## config.mk

```make
export PLATFORM = sky130hd
export DESIGN_NAME = inv_mix_columns_seq
export DESIGN_NICKNAME = d
export VERILOG_FILES = /design/src/rtl/inv_mix_columns_seq.sv
export SDC_FILE = /design/constraint.sdc
export NUM_CORES = 1
export LEC_CHECK = 0
export CAP_MARGIN = 20
export CELL_PAD_IN_SITES_DETAIL_PLACEMENT = 1
export CELL_PAD_IN_SITES_GLOBAL_PLACEMENT = 2
export CORE_MARGIN = 5
export CORE_UTILIZATION = 28
export DETAILED_ROUTE_END_ITERATION = 6
export PLACE_DENSITY_LB_ADDON = 0.2
export SLEW_MARGIN = 20
export SYNTH_ARGS = -nofsm -noshare
export SYNTH_HDL_FRONTEND = slang
export SYNTH_SLANG_ARGS = --single-unit
```

## constraint.sdc

```tcl
create_clock -name clk -period 5 [get_ports clk]
set_clock_uncertainty 0.05 [all_clocks]
set_input_delay 1 -clock clk [delete_from_list [all_inputs] [get_ports clk]]
set_output_delay 1 -clock clk [all_outputs]
set_load 0.02 [all_outputs]
```

## src/rtl/inv_mix_columns_seq.sv

```systemverilog
// rtl/inv_mix_columns_seq.sv - iterative AES InvMixColumns, one 32-bit column per clock
// Optional macro INV_MIX_COLUMNS_FWD_SEL_EN adds in_fwd to select the forward MixColumns matrix.
module inv_mix_columns_seq #(
  parameter int NCOL = 6
) (
  input  logic                 clk,
  input  logic                 rst_n,
  input  logic                 in_valid,
  output logic                 in_ready,
  input  logic [32*NCOL-1:0]   in_data,
`ifdef INV_MIX_COLUMNS_FWD_SEL_EN
  input  logic                 in_fwd,
`endif
  output logic                 out_valid,
  input  logic                 out_ready,
  output logic [32*NCOL-1:0]   out_data
);

  localparam int W  = 32 * NCOL;
  localparam int CW = $clog2(NCOL);
  localparam logic [CW-1:0] LAST = CW'(NCOL - 1);

  localparam logic [1:0] S_IDLE = 2'd0;
  localparam logic [1:0] S_BUSY = 2'd1;
  localparam logic [1:0] S_DONE = 2'd2;

  logic [1:0]    r_state;
  logic [CW-1:0] r_cnt;
  logic [W-1:0]  r_work;
  logic [W-1:0]  w_work_nxt;
  logic [31:0]   w_col;
  logic [31:0]   w_col_new;
  logic          w_fwd;

  function automatic logic [7:0] xt(input logic [7:0] x);
    return {x[6:0], 1'b0} ^ (x[7] ? 8'h1b : 8'h00);
  endfunction

  // Row i uses the circulant matrix rows: coefficients rotate right by one per row.
  function automatic logic [31:0] mix_col(input logic [31:0] c, input logic fwd);
    logic [7:0]  a  [4];
    logic [7:0]  m2 [4];
    logic [7:0]  m3 [4];
    logic [7:0]  m4 [4];
    logic [7:0]  m8 [4];
    logic [7:0]  m9 [4];
    logic [7:0]  mb [4];
    logic [7:0]  md [4];
    logic [7:0]  me [4];
    logic [31:0] r;
    for (int i = 0; i < 4; i++) begin
      a[i]  = c[31-8*i -: 8];
      m2[i] = xt(a[i]);
      m4[i] = xt(m2[i]);
      m8[i] = xt(m4[i]);
      m3[i] = m2[i] ^ a[i];
      m9[i] = m8[i] ^ a[i];
      mb[i] = m8[i] ^ m2[i] ^ a[i];
      md[i] = m8[i] ^ m4[i] ^ a[i];
      me[i] = m8[i] ^ m4[i] ^ m2[i];
    end
    r = '0;
    for (int i = 0; i < 4; i++) begin
      r[31-8*i -: 8] = fwd ? (m2[i] ^ m3[(i+1)%4] ^ a[(i+2)%4] ^ a[(i+3)%4])
                           : (me[i] ^ mb[(i+1)%4] ^ md[(i+2)%4] ^ m9[(i+3)%4]);
    end
    return r;
  endfunction

`ifdef INV_MIX_COLUMNS_FWD_SEL_EN
  logic r_fwd;

  always_ff @(posedge clk or negedge rst_n) begin
    if (!rst_n) begin
      r_fwd <= 1'b0;
    end else if (r_state == S_IDLE && in_valid) begin
      r_fwd <= in_fwd;
    end
  end

  assign w_fwd = r_fwd;
`else
  assign w_fwd = 1'b0;
`endif

  always_comb begin
    w_col = '0;
    for (int c = 0; c < NCOL; c++) begin
      if (r_cnt == CW'(c)) w_col = r_work[W-1-32*c -: 32];
    end
    w_col_new  = mix_col(w_col, w_fwd);
    w_work_nxt = r_work;
    for (int c = 0; c < NCOL; c++) begin
      if (r_cnt == CW'(c)) w_work_nxt[W-1-32*c -: 32] = w_col_new;
    end
  end

  always_ff @(posedge clk or negedge rst_n) begin
    if (!rst_n) begin
      r_state <= S_IDLE;
      r_cnt   <= '0;
      r_work  <= '0;
    end else begin
      case (r_state)
        S_IDLE: begin
          if (in_valid) begin
            r_work  <= in_data;
            r_cnt   <= '0;
            r_state <= S_BUSY;
          end
        end
        S_BUSY: begin
          r_work <= w_work_nxt;
          if (r_cnt == LAST) r_state <= S_DONE;
          else               r_cnt   <= r_cnt + 1'b1;
        end
        S_DONE: begin
          if (out_ready) r_state <= S_IDLE;
        end
        default: r_state <= S_IDLE;
      endcase
    end
  end

  // Gating keeps partially transformed blocks off the output bus.
  assign in_ready  = (r_state == S_IDLE);
  assign out_valid = (r_state == S_DONE);
  assign out_data  = out_valid ? r_work : '0;

endmodule

```

==> impl_metrics.yaml <==
run_status:
  outcome: "finished clean"
job:
  drv_cap: 0
global_route:
  grtUsageMet3: 0.0458
  grt_use_met2: 0.435
  grt.busiest_layer: "met2"
  grt_usage: 0.262
  grt_pass1_wl_um: 104000
  overflow: 0
  grt_pass1_vias: 15100
  met1_usage: 0.354
  antenna_found_initial: 3
  grt_start_max_net_pins: 84
clocking:
  clock_path_buffers: 2
  cts_max_level: 4
  cts-buffers-inserted: 17
  cts.hold.buffers_added: 0
  cts-root-buf: "clkbuf_16"
  insertion_delay_ns: 0.48
  clock_sinks: 197
  tritoncts: "yes"
  clk_transition_reported_paths_ns: 0.08
detailed_routing:
  route.detailed.drc: 0
  avgViaCountPerCell: 5.16
  drt_iter0_markers: 929
  wire_per_inst_um: 26.7
  dr.pass1.iters: 5
  num_vias: 13900
  antenna_left: 0
  drt_wl_total_um: 72100
sta:
  hold_violations: 0
  period_needed_ns: 4.71
  finalCritPeriodShare: 0.942
  worst-slew-pin-transition_ns: 1.08
  setup_viol: 0
  tns_ns: 0
  relSlewSlack: 0.283
  drv_slew: 0
  fmax_ghz: 0.212
  grt_setup_unrepaired: "false"
final_layout:
  nets: 2222
  fin_util: 0.393
  drive_above_1_share: 0.0649
  layout_commonest_cell: "clkdlybuf4s50_1"
  final_cell_mix: "388 x clkdlybuf4s50_1, 246 x nand2_1, 196 x dfrtp_1"
  final_cell_count_no_fill: 2702
  syn2layout_area_growth_pct: 38.6
die:
  start_util: 0.283
  core.rowCount: 81
  die-width_um: 233
  die_y_um: 233
  die-area_um2: 54100
  core_um2: 49000
  io_pins: 390
yosys:
  synth_warnings: 0
  synth_edf_count: 0
  syn_area_um2: 13900
  syn-num-nets: 1885
  synth_cell_types: 55
  ys_ff_latch: 197
  synthArstFlopShare: 1.00
  ys_seq_area_frac: 0.355
  syn_avg_cell_area_um2: 8.24
  netlist_instances: 1684
  synth_ff_type: "dfrtp_1"
setup_path:
  worstSetupStartpointType: "flip-flop"
  crit_type: "flip-flop to flip-flop"
  required_ns: 5.30
  worst-path-max-fanout: 22
  cp.arrival_ns: 5.01
  cp-end-kind: "flip-flop"
worst_hold_path:
  hp-class: "flip-flop to flip-flop"
placed_design:
  gp_congestion: 0.923
  dp_hpwl_um: 54700
  dpl.cell_count: 2666
  io_buffers: 389
[worst max-delay path, cell delays in order (launching register included)]
cell and delay [ns]:
dfrtp_1 0.46, inv_1 0.12, ha_2 0.60, buf_12 0.24, buf_4 0.24, nand2_1 0.08, o211ai_1 0.29, a32oi_1 0.29
xnor2_1 0.25, xnor2_1 0.55, xnor3_1 0.57, xnor3_1 0.38, nand2_1 0.30, a21oi_1 0.11
[flip-flops by register name (all words and copies together), names as in the netlist]
| name | count |
|---|---|
| r_work | 192 |
| r_state | 2 |
| r_cnt | 3 |
[kinds of logic (layout without fill, tap and decap cells)]
| logic type | Yosys count | after routing | share of synthesized area |
|---|---|---|---|
| simple gates | 688 | 688 | 0.236 |
| buf+inv | 141 | 491 | 0.0466 |
| flops | 197 | 197 | 0.355 |
| other cells | 0 | 4 | 0 |
| compound gates | 460 | 460 | 0.203 |
| fa+ha+maj | 5 | 5 | 0.00451 |
| xor+xnor | 193 | 193 | 0.154 |
[metrics by stage]
step                      worst slack [ns]  hold WS [ns]  area (µm²)
after floorplan                       1.01         0.405       13900
after CTS                            0.158         0.471       19200
after global routing                 0.111         0.496       19200
after detailed placement             0.178         0.451       18600
final                                0.288         0.463       19200
after global placement               0.228         0.436       18600
[repair_timing]
action	CTS	global route
endpoints found under the setup margin	0	1
hold endpoints to repair	0	0
gates resized for setup	0	2
setup buffers	0	0
[area by class of cell]
type	instances	area, µm²
Inverter	12	45.0
Tap cell	664	831
Clock inverter	12	126
Fill cell	5735	29700
Timing Repair Buffer	447	4410
Antenna cell	4	10.0
Sequential cell	197	4930
Multi-Input combinational cell	1346	8420
Clock buffer	20	447
[routing by layer]
layer / vias to the layer above / part of all wire
met5: - / 0
met4: 0 / 0.021
met3: 72 / 0.050
met2: 417 / 0.48
met1: 7069 / 0.44
li1: 6384 / -
[final timing paths]
path / from / end / slack [ns] / cells after the start
setup / recovery: r_cnt[0] / r_work[107] / 0.29 / 13
hold / removal: r_work[111] / r_work[111] / 0.46 / 2
setup reg to reg: r_cnt[0] / r_work[107] / 0.29 / 13
hold reg to reg: r_work[111] / r_work[111] / 0.46 / 2
max in group asynchronous: rst_n / r_work[48] / 3.25 / 2
min in group asynchronous: rst_n / r_work[56] / 0.50 / 1
[cell usage after synthesis, types with 7 or more instances]
master | instances | share of area
nand2_1 | 248 | 0.067
dfrtp_1 | 197 | 0.36
and2_1 | 188 | 0.085
a21oi_1 | 184 | 0.066
nor2_1 | 177 | 0.048
xnor2_1 | 115 | 0.073
o21ai_0 | 104 | 0.038
clkbuf_1 | 84 | 0.023
a31oi_1 | 54 | 0.024
xor2_1 | 44 | 0.028
nor2b_1 | 39 | 0.018
o31ai_1 | 33 | 0.018
buf_2 | 28 | 0.010
xnor3_1 | 24 | 0.039
nand3b_1 | 16 | 0.0087
o211ai_1 | 15 | 0.0081
inv_1 | 11 | 0.0030
a211oi_1 | 9 | 0.0049
a221o_1 | 9 | 0.0065
a32oi_1 | 9 | 0.0057
a221oi_1 | 8 | 0.0051
nor3_1 | 8 | 0.0029
buf_4 | 7 | 0.0038
Power is not shown: default switching activity piles up to over one toggle a cycle in this logic, so the estimate is an artifact.
